## src/rtl/modport_fifo.sv

```systemverilog
// modport_fifo: single-clock FIFO that uses the same handshake as the async
// FIFO (winc/wdata/wfull on the write side, rinc/rdata/rempty on the read side).
// Binary pointers are one bit wider than the address, and that extra MSB is
// the wrap bit. Flags and count are registered. They are computed from the
// next-state pointers, so they update in the same cycle as the pointers.
// Optional feature: define FIFO_ERR_FLAGS_EN to add the sticky overflow and
// underflow outputs.
module modport_fifo #(
  parameter int DATA_WIDTH = 8,
  parameter int ADDR_WIDTH = 4
) (
  input  logic                  wclk,
  input  logic                  wrst,
  input  logic [DATA_WIDTH-1:0] wdata,
  input  logic                  winc,
  output logic                  wfull,
  input  logic                  rinc,
  output logic [DATA_WIDTH-1:0] rdata,
  output logic                  rempty,
  output logic [ADDR_WIDTH:0]   count
`ifdef FIFO_ERR_FLAGS_EN
  ,
  output logic                  overflow,
  output logic                  underflow
`endif
);

  localparam int DEPTH = 1 << ADDR_WIDTH;

  logic [DEPTH-1:0][DATA_WIDTH-1:0] mem;
  logic [ADDR_WIDTH:0] wptr, rptr;
  logic [ADDR_WIDTH:0] wptr_nxt, rptr_nxt;
  logic                w_acc, r_acc;

  // Requests are blocked by the current registered flags; pointers advance on accept
  always_comb begin
    w_acc    = winc & ~wfull;
    r_acc    = rinc & ~rempty;
    wptr_nxt = wptr + {{ADDR_WIDTH{1'b0}}, w_acc};
    rptr_nxt = rptr + {{ADDR_WIDTH{1'b0}}, r_acc};
  end

  // Storage array has no reset; the pointer reset makes stale contents unreachable
  always_ff @(posedge wclk) begin
    if (!wrst && w_acc)
      mem[wptr[ADDR_WIDTH-1:0]] <= wdata;
  end

  // Pointers, registered read data, and flags derived from the next pointers
  always_ff @(posedge wclk) begin
    if (wrst) begin
      wptr   <= '0;
      rptr   <= '0;
      rdata  <= '0;
      wfull  <= 1'b0;
      rempty <= 1'b1;
      count  <= '0;
    end else begin
      wptr   <= wptr_nxt;
      rptr   <= rptr_nxt;
      if (r_acc)
        rdata <= mem[rptr[ADDR_WIDTH-1:0]];
      rempty <= (wptr_nxt == rptr_nxt);
      wfull  <= (wptr_nxt[ADDR_WIDTH] != rptr_nxt[ADDR_WIDTH]) &&
                (wptr_nxt[ADDR_WIDTH-1:0] == rptr_nxt[ADDR_WIDTH-1:0]);
      count  <= wptr_nxt - rptr_nxt;
    end
  end

`ifdef FIFO_ERR_FLAGS_EN
  // Sticky error flags; only reset clears them
  always_ff @(posedge wclk) begin
    if (wrst) begin
      overflow  <= 1'b0;
      underflow <= 1'b0;
    end else begin
      if (winc && wfull)  overflow  <= 1'b1;
      if (rinc && rempty) underflow <= 1'b1;
    end
  end
`endif

endmodule

```

## config.mk

```make
export PLATFORM = sky130hd
export DESIGN_NAME = modport_fifo
export DESIGN_NICKNAME = d
export VERILOG_FILES = /design/src/rtl/modport_fifo.sv
export SDC_FILE = /design/constraint.sdc
export NUM_CORES = 1
export LEC_CHECK = 0
export ABC_AREA = 1
export BUFFER_PORTS_ARGS = -buffer_cell sky130_fd_sc_hd__buf_2
export CAP_MARGIN = 20
export CORE_MARGIN = 3
export CORE_UTILIZATION = 55
export CTS_CLUSTER_DIAMETER = 30
export CTS_CLUSTER_SIZE = 24
export DETAILED_ROUTE_END_ITERATION = 10
export PLACE_DENSITY = 0.72
export SYNTH_ARGS = -nofsm -noshare
export SYNTH_HDL_FRONTEND = slang
export SYNTH_SLANG_ARGS = --single-unit
```

## constraint.sdc

```tcl
create_clock -name wclk -period 3.1 [get_ports wclk]
set_clock_uncertainty 0.1 [all_clocks]
set_input_delay 0.31 -clock wclk [delete_from_list [all_inputs] [get_ports wclk]]
set_output_delay 0.31 -clock wclk [all_outputs]
set_load 0.01 [all_outputs]
```

# [Word-level counts from Yosys, hierarchy flattened]
# Index checks and enable logic that the tools add are counted.
[totals] reg_bits=153 input_bits=12 out_inout_bits=15 wordCells=44
[op_classes] addsub=3 magnitude_cmp=3 n_eq_ne=3 n_mux=5 n_bitwise=4 n_reduce_logical=4
[ops] op="128-bit bitwise mux" count=1
[ops] op="8-bit binary-select mux with 4-bit select" count=1
[ops] op="8-bit demux with 4-bit select" count=1
[ops] op="8-bit two-way mux" count=2
[ops] op="5-bit by 1-bit adder with 5-bit output" count=2
[ops] op="4-bit by 5-bit less-than comparator with 1-bit output, second input constant" count=2
[ops] op="5-bit equality test" count=1
[ops] op="5-bit subtractor" count=1
[ops] op="4-bit equality test" count=1
[ops] op="4-bit by 1-bit greater-or-equal comparator with 1-bit output, second input constant" count=1
[ops] op="1-bit logical AND" count=3
[ops] op="1-bit bitwise AND" count=2
[ops] op="1-bit inverter" count=2
[ops] op="1-bit logical NOT" count=1
[ops] op="1-bit inequality test" count=1

# [Depth between registers and ports, before layout]
# Gate-level depths: netlist (run 1).
[depth] depth_word=5 depth_mapped=16 depth_no_buf=15

# [Worst setup path before layout (run 1)]
# No wires, ideal clock.
[synth_timing] path_kind="register to register" start="register rempty" end="register count[4]" setup_time_ps=115 t_arrival_ps=2144 required_time_ps=2885 path_slack_ps=741 path_stages_with_launch=16 n_path_buf=1 period_less_slack_ps=2359 cell_sequence="dfxtp_1 -> nor2_2 -> buf_2 -> ha_1 -> ha_1 -> inv_1 -> nand2_1 -> inv_1 -> nor2_1 -> ha_1 -> nor2_1 -> nor2_1 -> nand3_1 -> nand3_1 -> nand2_1 -> nor2_1"
[synth_via] elab_chain_len=4
[synth_rtl] item="start, declared" line_no="19" text="output logic rempty,"
[synth_rtl] item="start signal, assigned" line_no="63" text="rempty <= (wptr_nxt == rptr_nxt);"
[synth_rtl] item="1-bit inverter" line_no="38" text="r_acc = rinc & ~rempty;"
[synth_rtl] item="1-bit bitwise AND" line_no="38"
[synth_rtl] item="5-bit by 1-bit adder with 5-bit output" line_no="40" text="rptr_nxt = rptr + {{ADDR_WIDTH{1'b0}}, r_acc};"
[synth_rtl] item="net rptr_nxt[1]" line_no="32" text="logic [ADDR_WIDTH:0] wptr_nxt, rptr_nxt;"
[synth_rtl] item="5-bit subtractor" line_no="66" text="count <= wptr_nxt - rptr_nxt;"
[synth_rtl] item="end signal, assigned" line_no="66"
[synth_rtl] item="end, declared" line_no="20" text="output logic [ADDR_WIDTH:0] count"
# The timed path passes the listed nets, and every way through them passes these cells.
# A chain may end at the register's enable or synchronous reset.

# [Final worst setup path (run 1)]
# Same ends and word-level chain as after synthesis.

==> reports/metrics.cfg, run 1 <==
[outcome]
status = finished clean

[clock_network]
post_cts_buffers = 0
clockBufferDepth = 2
cts_root_buf = clkbuf_16
cts_sinks = 153
insertion_delay_ns = 0.43
cts_resized = 0
htree_levels = 4
cts_tree = built
cts_hold_buf = 0
clkTransAtPathRegs_ns = 0.06
cts-buffers-inserted = 17

[yosys]
synth_ff_type = edfxtp_1
syn_nets = 626
ys_warn_count = 0
synth-seq-cells = 153
netlist_instances = 608
synth_area_sq_mm = 0.00639
synth_seq_area_share_pct = 67.9
synthArstFlopShare_pct = 0
synth_edf_count = 128
synth.distinct_cells = 26
syn_area_per_cell_sq_um = 10.5

[power]
power.density_mw_per_mm2 = 665
p_leak_nw = 2.74
vdd_drop_max_uv = 384

[grt]
grt_pass1_wl_mm = 23.0
grt.total_usage_pct = 24.2
grt_max_degree = 65
grt_pass1_vias = 4177
grt-ovfl-total = 0
antenna_found_initial = 0

[final_layout]
layout_commonest_cell = nand2_1
multi_input_area_sq_mm = 0.00176
layout.nets = 646
antenna_cells = 0
drive_gt1_share_pct = 11.5
nFillCells = 845
final-seq-area_sq_mm = 0.00435
mostFrequentLayoutCells = nand2_1 (194), edfxtp_1 (128), nand3_1 (107)
final_cells = 781
syn_to_final_growth_pct = 10.9

[sta]
slew_viol_final = 0
period_minus_slack_ns = 2.43
setup_viol = 0
period_share_pct = 78.3
slew_headroom_pct = 29.5
holdWs_ns = 0.180
rsz0062_at_grt = false
timing.fmax_mhz = 412
worst_pin_slew_ns = 1.06
hold_violations = 0
finalSetupTns_ns = 0

[die]
num_io_pins = 27
die_x_um = 114
core_sq_mm = 0.0111
initial_utilization_pct = 57.7
die_y_um = 114
rows = 38
die-area_sq_mm = 0.0130

[route]
vias = 4498
wl_per_cell_um = 18.7
routed_wirelength_mm = 14.6
drt_pre_antenna_iters = 5
ant_nets = 0
viasPerCell = 5.76
drcViolationCount = 0
drt-initial-drc-count = 502

[worst_setup_path]
critPathSlowestCell = dfxtp_1
path_class = reg2reg
worstPathRequired_ns = 3.32
cp_common_cell = nor2_1
critPathMaxStageDelay_ns = 0.32
cp_max_fo = 17
cp.arrival_ns = 2.65
start_kind = flop
crit_path_cell_trace = nor2_2, buf_4, ha_1, ha_1, inv_1, nand2_1, inv_1, nor2_1, ha_1, nor2_1, nor2_1, nand3_1, nand3_1, nand2_1, nor2_1
end_kind = flop

[worst_hold_path]
hold_class = in2reg

[placed_design]
place_inst = 749
io_buffer_count = 26
gp_congestion = 0.914
place_hpwl_mm = 9.39

[flow_run]
maxCapViolCount = 0

report_power, final:
group / switching, mW / internal, mW / leakage [nW]
Sequential: 0.0236 / 2.28 / 1.36
Combinational: 0.379 / 0.161 / 1.12
Clock: 0.788 / 1.09 / 0.264
Total: 1.19 / 3.53 / 2.74
final cells by class:
| type | instances | area share, % |
|---|---|---|
| clock buffer | 18 | 6.05 |
| clock inverter | 14 | 1.53 |
| inverter | 31 | 1.64 |
| multi-input combinational | 395 | 24.8 |
| sequential | 153 | 61.3 |
| tap | 140 | 2.47 |
| timing repair buffer | 30 | 2.26 |
metal layers:
| metal | up-vias | global-route usage [%] | share of wire (%) |
|---|---|---|---|
| li1 | 2100 | - | - |
| met1 | 2104 | 34.3 | 41 |
| met2 | 273 | 37.5 | 47 |
| met3 | 21 | 5.36 | 10 |
| met4 | 0 | 8.39 | 1.7 |
| met5 | - | 0 | 0 |
logic make-up (layout without fill, tap and decap cells):
logic type | count (synthesis) | in the layout | synth area share, %
xor gates and xnor gates | 2 | 2 | 0.274
buffers and inverters | 60 | 93 | 4.58
adders and majority gates | 6 | 6 | 1.17
AOI/OAI and AO/OA | 21 | 21 | 1.68
and+or+nand+nor | 366 | 366 | 24.3
DFF | 153 | 153 | 67.9
critical path, delay by kind of cell (launching register included):
family        cells  cell delay, ns
buf+inv           3            0.37
simple gates      9            0.77
fa+ha+maj         3            0.76
flops             1            0.32
per-stage QoR:
step | instance area (sq um) | utilization, % | total power, mW | worst slack [ns]
2_1_floorplan | 6390 | - | 2.71 | 0.741
3_3_place_gp | 6550 | 59.2 | 2.87 | 0.716
5_1_grt | 7090 | 64.0 | 4.92 | 0.542
4_1_cts | 7090 | 64.0 | 4.73 | 0.696
3_5_place_dp | 6550 | 59.2 | 2.88 | 0.624
6_report | 7090 | 64.0 | 4.72 | 0.673
Yosys cell counts (2+ instances only):
cell type | n | area [sq um]
ha_1 | 6 | 75.1
nand3_1 | 107 | 536
inv_1 | 26 | 97.6
nand2_2 | 7 | 43.8
nand4_1 | 3 | 18.8
o21ai_1 | 8 | 40.0
buf_4 | 9 | 67.6
buf_6 | 2 | 22.5
buf_2 | 15 | 75.1
nor2_1 | 51 | 191
clkbuf_1 | 2 | 7.51
edfxtp_1 | 128 | 3840
inv_2 | 4 | 15.0
a21oi_1 | 11 | 55.1
dfxtp_1 | 25 | 500
nand2_1 | 194 | 728
flip-flops by register name, indices dropped and copies added (netlist names):
register	count
rptr	5
mem	128
wfull	1
count	5
rempty	1
wptr	5
rdata	8
final timing paths:
kind / from / end / slack [ns] / cells after the start
setup / recovery: rempty / count[4] / 0.67 / 15
setup reg to reg: rempty / count[4] / 0.67 / 15
hold / removal: wrst / count[0] / 0.18 / 2
hold reg to reg: rdata[2] / rdata[2] / 0.46 / 4
Note: power is estimated with default switching activity, not from simulation.
==> run 2, diff against run 1 <==
--- a/config.mk
+++ b/config.mk
@@ -13,7 +13,7 @@
 export CTS_CLUSTER_DIAMETER = 30
 export CTS_CLUSTER_SIZE = 24
 export DETAILED_ROUTE_END_ITERATION = 10
-export PLACE_DENSITY = 0.72
+export PLACE_DENSITY = 0.75
 export SYNTH_ARGS = -nofsm -noshare
 export SYNTH_HDL_FRONTEND = slang
 export SYNTH_SLANG_ARGS = --single-unit
==> constraint.sdc (replaced) <==
create_clock -name wclk -period 2 [get_ports wclk]
set_clock_uncertainty 0.1 [all_clocks]
set_input_delay 0.2 -clock wclk [delete_from_list [all_inputs] [get_ports wclk]]
set_output_delay 0.2 -clock wclk [all_outputs]
set_load 0.01 [all_outputs]
==> reports/metrics.cfg, run 2 (synthesis gave the netlist of run 1 again) <==
[outcome]
status = finished clean

[grt]
grt_max_degree = 47
antenna_found_initial = 0
grt_pass1_wl_mm = 23.3
grt.total_usage_pct = 23.9
grt-ovfl-total = 0
grt_pass1_vias = 4388

[sta]
holdWs_ns = 0.0967
timing.fmax_mhz = 515
worst_pin_slew_ns = 0.436
period_share_pct = 97.1
period_minus_slack_ns = 1.94
slew_viol_final = 0
hold_violations = 0
setup_viol = 0
slew_headroom_pct = 70.7

[worst_hold_path]
hold_class = in2reg

[worst_setup_path]
worstPathRequired_ns = 2.22
cp_max_fo = 3
timing.reg2reg.setup_slack_ns = 0.06
end_kind = flop
cp.arrival_ns = 2.16
start_kind = flop
path_class = reg2reg

[final_layout]
drive_gt1_share_pct = 17.9
layout.nets = 676
layout_commonest_cell = nand2_1
final_cells = 811
mostFrequentLayoutCells = nand2_1 (191), edfxtp_1 (128), nand3_1 (105)
syn_to_final_growth_pct = 16.5
antenna_cells = 0
fin_area_sq_mm = 0.00745
largest_register_ffs = 128

[power]
finalPower_mw = 7.50
p_leak_nw = 2.90
vdd_drop_max_uv = 538
switchingPower_mw = 1.84
power.density_mw_per_mm2 = 1010
p_clk_share_pct = 39.7
p_comb_share_pct = 12.7
internal-power_mw = 5.66
swShare_pct = 24.5
seqPwrFrac_pct = 47.6

[die]
core_sq_mm = 0.0111
die-area_sq_mm = 0.0130
num_io_pins = 27
die_x_um = 114
initial_utilization_pct = 57.7
rows = 38
die_y_um = 114

[route]
vias = 4547
routed_wirelength_mm = 14.6
ant_nets = 0
drcViolationCount = 0
viasPerCell = 5.61
wl_per_cell_um = 18.0
drt-initial-drc-count = 431
drt_pre_antenna_iters = 5

[placed_design]
gp_congestion = 0.945
io_buffer_count = 26
place_area_sq_mm = 0.00682
place_inst = 778
place_hpwl_mm = 9.39

[clock_network]
cts-buffers-inserted = 17
cts_tree = built
cts_sinks = 153
clkTransAtPathRegs_ns = 0.06
insertion_delay_ns = 0.42
cts_root_buf = clkbuf_16
clockBufferDepth = 2
htree_levels = 4
cts_hold_buf = 0

[flow_run]
maxCapViolCount = 0

-- run 2: power by group through the flow --
stage	logic [mW]	clock network, mW	registers [mW]
floorplan	0.562	0	3.66
global placement	0.864	0	3.63
detailed placement	0.893	0	3.64
CTS	0.905	2.99	3.57
global route	1.04	3.14	3.58
finish	0.951	2.98	3.57
-- run 2: through the flow --
stage / setup WS [ns] / setup TNS, ns / utilization (%)
6_report: 0.0581 / 0 / 67.2
2_1_floorplan: 0.0254 / 0 / -
4_1_cts: 0.0320 / 0 / 66.6
3_5_place_dp: -0.0619 / -0.0723 / 61.6
3_3_place_gp: 0.0824 / 0 / 61.6
5_1_grt: -0.0232 / -0.0453 / 67.2
-- run 2: path summary, 6_finish.rpt --
check	start	end	depth (start not counted)
min	wdata[0]	mem[104]	1
max reg2reg	wfull	count[4]	12
min reg2reg	rptr[4]	rptr[4]	2
max	wfull	count[4]	12
-- run 2: layout make-up --
type / instances / area, sq um
Fill cell: 803 / 3630
Clock buffer: 21 / 440
Tap cell: 140 / 175
Clock inverter: 11 / 105
Inverter: 31 / 119
Multi-Input combinational cell: 395 / 1860
Timing Repair Buffer: 60 / 398
Sequential cell: 153 / 4350
-- run 2: worst max-delay path: stages, from the launching register on --
cell and delay (ns):
dfxtp_2 0.33, nor2_2 0.10, ha_2 0.22, ha_4 0.23
nor2_2 0.18, nor2_4 0.06, ha_4 0.15, nor2_2 0.13
nor2_2 0.06, nand3_2 0.10, nand3_2 0.09, nand2_2 0.07
nor2_2 0.04
-- run 2: timing repair --
action | in CTS | in global routing
pin swaps | 0 | 10
endpoints found under the setup margin | 2 | 4
setup buffers | 0 | 1
gates cloned | 0 | 0
gates resized for setup | 2 | 15
-- run 2: layer usage --
| metal | global-route usage [%] | vias to the layer above | share of wire [%] |
|---|---|---|---|
| met5 | 0 | - | 0 |
| met4 | 9.66 | 0 | 2.2 |
| met3 | 5.41 | 22 | 7.2 |
| met2 | 37.6 | 198 | 47 |
| met1 | 32.5 | 2168 | 44 |
| li1 | - | 2159 | - |
